### src/rtl/cpu_pkg.sv
// Shared CPU front-end definitions: default widths, fetch step, reset vector
// and the {pc, instr} record carried through the IF/ID queue.
package cpu_pkg;

  localparam int          ADDR_W   = 32;
  localparam int          INSTR_W  = 32;
  localparam int          PC_STEP  = 4;
  localparam logic [31:0] RESET_PC = 32'h0000_0000;

  typedef struct packed {
    logic [ADDR_W-1:0]  pc;
    logic [INSTR_W-1:0] instr;
  } fetch_entry_t;

endpackage : cpu_pkg

### src/rtl/fetch_fifo.sv
// DEPTH-entry FIFO of fetch records with push/pop/flush and an occupancy count.
// The head is read combinationally from storage; the caller must gate it with
// count != 0 because unwritten slots are never cleared.
module fetch_fifo
  import cpu_pkg::*;
#(
  parameter int  DEPTH   = 4,
  parameter type entry_t = fetch_entry_t,
  localparam int PW      = $clog2(DEPTH),
  localparam int CW      = PW + 1
) (
  input  logic          clk,
  input  logic          rst_n,
  input  logic          flush,
  input  logic          push,
  input  logic          pop,
  input  entry_t        wr_data,
  output entry_t        rd_data,
  output logic [CW-1:0] count
);

  entry_t        mem [DEPTH];
  logic [PW-1:0] wr_ptr_q, wr_ptr_d;
  logic [PW-1:0] rd_ptr_q, rd_ptr_d;
  logic [CW-1:0] count_q, count_d;

  // Next-state pointers and occupancy; flush empties the queue and rewinds both pointers.
  always_comb begin
    wr_ptr_d = wr_ptr_q;
    rd_ptr_d = rd_ptr_q;
    count_d  = count_q;
    if (flush) begin
      wr_ptr_d = '0;
      rd_ptr_d = '0;
      count_d  = '0;
    end else begin
      if (push) wr_ptr_d = wr_ptr_q + PW'(1);
      if (pop)  rd_ptr_d = rd_ptr_q + PW'(1);
      count_d = count_q + CW'(push) - CW'(pop);
    end
  end

  // Pointer/count registers with synchronous active-low reset.
  always_ff @(posedge clk) begin
    if (!rst_n) begin
      wr_ptr_q <= '0;
      rd_ptr_q <= '0;
      count_q  <= '0;
    end else begin
      wr_ptr_q <= wr_ptr_d;
      rd_ptr_q <= rd_ptr_d;
      count_q  <= count_d;
    end
  end

  // Storage write; no reset so it maps onto distributed/block memory.
  always_ff @(posedge clk) begin
    if (rst_n && !flush && push) begin
      mem[wr_ptr_q] <= wr_data;
    end
  end

  assign rd_data = mem[rd_ptr_q];
  assign count   = count_q;

endmodule : fetch_fifo

### src/rtl/pipe_fetch_unit.sv
// Instruction fetch stage: owns the PC, drives the combinational instruction
// memory and queues {pc, instr} records for decode. Supports decode stall and
// branch/jump redirect (which flushes everything not consumed this cycle).
module pipe_fetch_unit #(
  parameter int                ADDR_W   = cpu_pkg::ADDR_W,
  parameter int                INSTR_W  = cpu_pkg::INSTR_W,
  parameter int                DEPTH    = 4,
  parameter int                PC_STEP  = cpu_pkg::PC_STEP,
  parameter logic [ADDR_W-1:0] RESET_PC = ADDR_W'(cpu_pkg::RESET_PC),
  localparam int               CW       = $clog2(DEPTH) + 1
) (
  input  logic               clk,
  input  logic               rst_n,
  output logic [ADDR_W-1:0]  imem_addr,
  input  logic [INSTR_W-1:0] imem_instr,
  input  logic               redirect,
  input  logic [ADDR_W-1:0]  redirect_pc,
  input  logic               id_stall,
  output logic               id_valid,
  output logic [INSTR_W-1:0] id_instr,
  output logic [ADDR_W-1:0]  id_pc,
  output logic [ADDR_W-1:0]  id_pc_next,
  output logic [CW-1:0]      q_count
);

  // Local record type so non-default widths still pack correctly.
  typedef struct packed {
    logic [ADDR_W-1:0]  pc;
    logic [INSTR_W-1:0] instr;
  } entry_t;

  localparam logic [CW-1:0]     DEPTH_C = CW'(DEPTH);
  localparam logic [ADDR_W-1:0] STEP_C  = ADDR_W'(PC_STEP);

  logic [ADDR_W-1:0] pc_q, pc_d;
  logic              push, pop;
  logic [CW-1:0]     count;
  entry_t            wr_entry, head;

  // Decode consumes the head unless stalled; fetch proceeds whenever a slot is
  // free or is being freed this cycle, and never during a redirect.
  assign pop  = id_valid & ~id_stall;
  assign push = ~redirect & ((count < DEPTH_C) | pop);

  assign wr_entry.pc    = pc_q;
  assign wr_entry.instr = imem_instr;

  fetch_fifo #(
    .DEPTH   (DEPTH),
    .entry_t (entry_t)
  ) u_fifo (
    .clk     (clk),
    .rst_n   (rst_n),
    .flush   (redirect),
    .push    (push),
    .pop     (pop),
    .wr_data (wr_entry),
    .rd_data (head),
    .count   (count)
  );

  // PC next-state: redirect reloads, a fetch advances by PC_STEP (wrapping), otherwise hold.
  always_comb begin
    pc_d = pc_q;
    if (redirect)  pc_d = redirect_pc;
    else if (push) pc_d = pc_q + STEP_C;
  end

  // PC register; reset takes priority over redirect and fetch.
  always_ff @(posedge clk) begin
    if (!rst_n) pc_q <= RESET_PC;
    else        pc_q <= pc_d;
  end

  assign imem_addr  = pc_q;
  assign q_count    = count;
  assign id_valid   = (count != '0);
  // Head fields are forced to zero when empty so stale storage never leaks out.
  assign id_instr   = id_valid ? head.instr     : '0;
  assign id_pc      = id_valid ? head.pc        : '0;
  assign id_pc_next = id_valid ? head.pc + STEP_C : '0;

endmodule : pipe_fetch_unit
### config.mk
export PLATFORM = sky130hd
export DESIGN_NAME = pipe_fetch_unit
export DESIGN_NICKNAME = d
export VERILOG_FILES = /design/src/rtl/cpu_pkg.sv /design/src/rtl/fetch_fifo.sv /design/src/rtl/pipe_fetch_unit.sv
export SDC_FILE = /design/constraint.sdc
export NUM_CORES = 1
export LEC_CHECK = 0
export ABC_AREA = 1
export BUFFER_PORTS_ARGS = -buffer_cell sky130_fd_sc_hd__buf_2
export CAP_MARGIN = 5
export CORE_ASPECT_RATIO = 0.5
export CORE_MARGIN = 2
export CORE_UTILIZATION = 34
export CTS_BUF_LIST = sky130_fd_sc_hd__clkbuf_16
export DETAILED_ROUTE_END_ITERATION = 12
export GPL_TIMING_DRIVEN = 0
export PLACE_DENSITY = 0.5
export SLEW_MARGIN = 20
export SYNTH_ARGS = -nofsm -noshare
export SYNTH_HDL_FRONTEND = slang
export SYNTH_SLANG_ARGS = --single-unit
export TNS_END_PERCENT = 100
### constraint.sdc
create_clock -name clk -period 5.3 [get_ports clk]
set_clock_uncertainty 0.15 [all_clocks]
set_input_delay 0.53 -clock clk [delete_from_list [all_inputs] [get_ports clk]]
set_output_delay 0.53 -clock clk [all_outputs]
set_load 0.005 [all_outputs]
## Word level (Yosys, flattened, before mapping)

Memory sizes are Yosys's and may differ from the RTL's. A register that Yosys moved wholly into a read port is not among the register bits.
Cells that the tools add are included.

- Mux-type cells: 9
- Bitwise gates (word level): 6
- Reduce and logical (&&, ||, !) cells: 6
- $lt $le $gt $ge: 1
- $add $sub $neg: 6

Operators with widths:

| operator | count |
|---|---|
| $mux 32 | 5 |
| $add 32x3->32 const B | 2 |
| $add 2x1->2 const B | 2 |
| $mux 2 | 2 |
| $add 3x1->3 | 1 |
| $lt 3x3->1 const B | 1 |
| $not 1->1 | 3 |
| $reduce_bool 3->1 | 1 |
| $sub 3x1->3 | 1 |
| $and 1x1->1 | 2 |
| $logic_and 1x1->1 | 2 |
| $mux 1 | 2 |
| $reduce_bool 2->1 | 1 |
| $reduce_or 2->1 | 1 |
| $logic_not 1->1 | 1 |
| $or 1x1->1 | 1 |

- Logic and storage cells: 33
- Memories kept: 1
- Bits of input ports: 68
- Output and inout bits: 132
- Bits in registers: 39
- Bits in writable memories: 256

Memory list:

| name | words | width | read ports | clocked after memory_dff | write ports | line | source |
|---|---|---|---|---|---|---|---|
| u_fifo.mem | 4 | 64 | 1 | 1 | 1 | fetch_fifo.sv:22 | `entry_t mem [DEPTH];` |

## Logic depth before layout (Yosys ltp)

- Word-level depth: 7
- Gate-level depth with buffers: 16
- Depth with buffers taken out: 14

## Hierarchy

Synthesis repeated with hierarchy kept, for this count alone.

- Cells, all modules: 1414
- Area total of the unflattened synthesis: 13553.0 um^2

Modules (own cells, without submodules):

| module | cells each | area each (um^2) | seq. area each (um^2) | instances |
|---|---|---|---|---|
| fetch_fifo | 741 | 10020.9 | 7867.5 | 1 |
| pipe_fetch_unit | 673 | 3532.1 | 640.6 | 1 |

## Worst setup path before layout

No wires, ideal clock.

- Path type: input to register
- Start: input port rst_n
- End: memory u_fifo.mem[0][0] (netlist name) (enable)
- Setup time: 486 ps
- Arrival: 4009 ps
- Path slack: 655 ps
- Stages: 7
- Path through: buf_2 inv_1 nor2_1 inv_1 nor2_1 inv_2 nor2_1

- Cells in the longest elaborated chain, start to end: 4

Ends and longest elaborated chain:

| what | line | source |
|---|---|---|
| start: declaration | pipe_fetch_unit.sv:13 | `input logic rst_n,` |
| $logic_and 1x1->1 (2 in series) | fetch_fifo.sv:58 | `if (rst_n && !flush && push) begin` |
| $mux 1 | fetch_fifo.sv:58 |  |
| $mux 1 (not written as such) | fetch_fifo.sv:59 | `mem[wr_ptr_q] <= wr_data;` |
| end: declaration | fetch_fifo.sv:22 |  |

Every way passes these cells.

==> flow_metrics.py <==
metrics = {
    "run_status": {
        "outcome": "complete, no violations",
    },
    "timing": {
        "max_freq_mhz": 239.7,
        "worst_pin_slew_ns": 0.9455,
        "setup_viol_count_final": 0,
        "setup_tns_ns": 0,
        "holdWs_ns": 0.02711,
        "hold_violations": 0,
        "rsz0062_at_grt": "false",
        "min_period_over_period_pct": 78.71,
        "slew_violations": 0,
        "timing.slew.headroom_pct": 36.97,
        "layout_min_cycle_time_ns": 4.171,
    },
    "pwr": {
        "internal-power_mw": 4.073,
        "p_comb_share_pct": 15.1,
        "ir_drop_v": 0.0002276,
        "p_per_area_mw_per_mm2": 325.6,
        "p_sw_mw": 1.523,
        "seqPwrFrac_pct": 47.9,
        "finalPower_mw": 5.595,
        "p_sw_share_pct": 27.22,
        "leakage_nw": 7.024,
        "pwr-share-clk_pct": 37.0,
    },
    "route": {
        "first_iter_violations": 1018,
        "drc": 0,
        "first_pass_iters": 5,
        "via_per_inst": 4.842,
        "vias": 11520,
        "antenna_left": 0,
        "totalWireLength_mm": 45.79,
        "routedWlPerCell_um": 19.25,
    },
    "clock_tree": {
        "clock_tree.buffer_depth": 3,
        "tritoncts": "built",
        "clkSinkCount": 297,
        "root_buffer": "clkbuf_16",
        "clkLatencyLatePin_ns": 0.57,
        "cts_setup_buffers": 0,
        "clk_pin_slew_ns": 0.06,
        "numCtsBuffers": 30,
        "cts_htree_levels": 1,
        "cts_resized": 0,
    },
    "global_routing": {
        "grt_pass1_wl_mm": 66.85,
        "grt_overflow_total": 0,
        "grt_max_degree": 23,
        "grt_pass1_vias": 10860,
        "grt_usage_pct": 20.76,
        "grt_antenna_before_repair": 1,
    },
    "floorplanning": {
        "die_w_um": 290.9,
        "dieArea_mm2": 0.04290,
        "io_pins": 200,
        "start_util_pct": 34.53,
        "die_h_um": 147.5,
        "coreArea_mm2": 0.04053,
        "rows": 52,
    },
    "placed_design": {
        "port-buffer-count": 198,
        "place.gp.congestion": 0.9248,
        "place_area_mm2": 0.01601,
        "hpwl_mm": 32.36,
    },
    "worst_setup_path": {
        "cp_slowest_cell": "clkbuf_1",
        "reg2reg_from": "u_fifo.count[2]$_SDFF_PP0_",
        "end_kind": "primary output",
        "crit_arrival_ns": 3.49,
        "critPathMaxFanout": 10,
        "cp_cell_sequence": "buf_2 -> clkbuf_1 -> o211ai_1 -> nand2_2 -> ha_1 -> nand2_1 -> nor2_2 -> nand2_1 -> nor2_1 -> o21ai_0 -> nor2_1 -> buf_2",
        "slowest_delay_ns": 0.64,
        "critPathLaunchType": "register",
        "critical_path_class": "register to primary output",
        "crit_required_ns": 4.62,
    },
    "logic_synthesis": {
        "ys_types": 39,
        "netlist_area_mm2": 0.01400,
        "ys_ff_latch": 297,
        "yosysWarnings": 0,
        "syn_nets": 1626,
        "synth_area_leader_cell": "edfxtp_1",
        "syn_avg_cell_area_um2": 9.035,
        "ys_top_cells_by_count": "nand2_1 (466), nor2_1 (273), edfxtp_1 (256)",
        "synth-edff-count": 256,
        "netlist.area_leader.share_pct": 54.93,
        "synth_area_leaders": "edfxtp_1 (55%), nand2_1 (12%), nor2_1 (7.3%)",
        "synthCells": 1549,
        "yosys.cell_count.top_type": "nand2_1",
        "synth-async-reset-ratio_pct": 0,
        "ys.flop_type": "edfxtp_1",
        "yosysSeqAreaShare_pct": 60.79,
    },
    "cells_and_area": {
        "stdcell_area_mm2": 0.01719,
        "utilization_pct": 42.40,
        "nets": 1892,
        "syn_to_final_growth_pct": 22.80,
        "drive_gt1_share_pct": 17.07,
        "diodes": 0,
        "n_fill_cell": 4033,
    },
    "job": {
        "drv_cap": 0,
    },
    "worst_hold_path": {
        "hp-class": "primary input to register",
        "min_from": "imem_instr[25]",
    },
}
## state kept, by name, indices dropped and copies added, names as in the netlist, named ones only
name / cells
u_fifo.mem: 256
imem_addr: 32
u_fifo.count: 3
u_fifo.rd_ptr_q: 2
u_fifo.wr_ptr_q: 2
## layer usage
| metal | part of all wire, % | vias to the layer above | global-route usage, % | wire length (um) |
|---|---|---|---|---|
| met3 | 4.0 | 57 | 2.721 | 1831 |
| met2 | 48 | 233 | 35.35 | 22010 |
| li1 | - | 5715 | - | - |
| met4 | 2.4 | 0 | 5.777 | 1120 |
| met1 | 45 | 5515 | 28.00 | 20830 |
| met5 | 0 | - | 0 | 0 |
## cell usage in the layout, fill, tap and decap left out, drive strengths merged, types with 23 or more instances in the layout
cell	n
a21oi	68
buf	253
clkbuf	57
dfxtp	41
dlygate4sd3	23
edfxtp	256
inv	94
nand2	472
nand3	85
nor2	284
o21ai	125
## critical path: cells and delay by family (launching register included)
| family | cells | cell delay [ns] |
|---|---|---|
| buf+inv | 3 | 1.00 |
| flops | 1 | 0.32 |
| fa+ha+maj | 1 | 0.20 |
| compound gates | 2 | 0.35 |
| simple gates | 6 | 1.05 |
## cell families after synthesis
logic type / Yosys count / share of synthesized area, %
AOI/OAI and AO/OA: 211 / 7.849
xor gates and xnor gates: 8 / 0.5006
adders and majority gates: 9 / 0.8582
buffers and inverters: 154 / 5.051
DFF: 297 / 60.79
and+or+nand+nor: 870 / 24.95
## power by group through the flow
stage	Clock, mW	Combinational [mW]	Sequential [mW]
6_report	2.07	0.843	2.68
5_1_grt	2.20	0.932	2.68
4_1_cts	2.11	0.853	2.68
3_5_place_dp	0	0.836	2.73
3_3_place_gp	0	0.818	2.74
2_1_floorplan	0	0.429	2.70
## area by class of cell
class	instances	area (um2)	area share (%)
Timing Repair Buffer	234	1534	8.925
Inverter	85	326.6	1.900
Multi-Input combinational cell	1098	4811	27.99
Sequential cell	297	8508	49.50
Clock inverter	26	200.2	1.165
Buffer	69	380.4	2.213
Clock buffer	30	750.7	4.368
Tap cell	540	675.6	3.931
## stage by stage
| stage | cells | setup WS, ns |
|---|---|---|
| final | 2379 | 1.129 |
| after detailed placement | 2300 | 1.728 |
| after global routing | 2379 | 0.9651 |
| after global placement | 2287 | -2.626 |
| after CTS | 2379 | 1.154 |
| after floorplan | 1549 | 0.6551 |
## timing repair
action,4_1_cts,5_1_grt
hold endpoints to repair,90,0
hold buffers,23,0
endpoints found under the setup margin,0,0
## final timing paths
path / end / slack [ns] / cells past startpoint
setup / recovery: id_pc_next[16] / 1.13 / 12
hold / removal: u_fifo.mem[0][25]$_DFFE_PP_ / 0.03 / 1
setup reg to reg: u_fifo.mem[2][22]$_DFFE_PP_ / 2.40 / 8
hold reg to reg: u_fifo.rd_ptr_q[1]$_SDFFE_PP0P_ / 0.33 / 2
No activity file was read; power rests on OpenSTA's default activity.
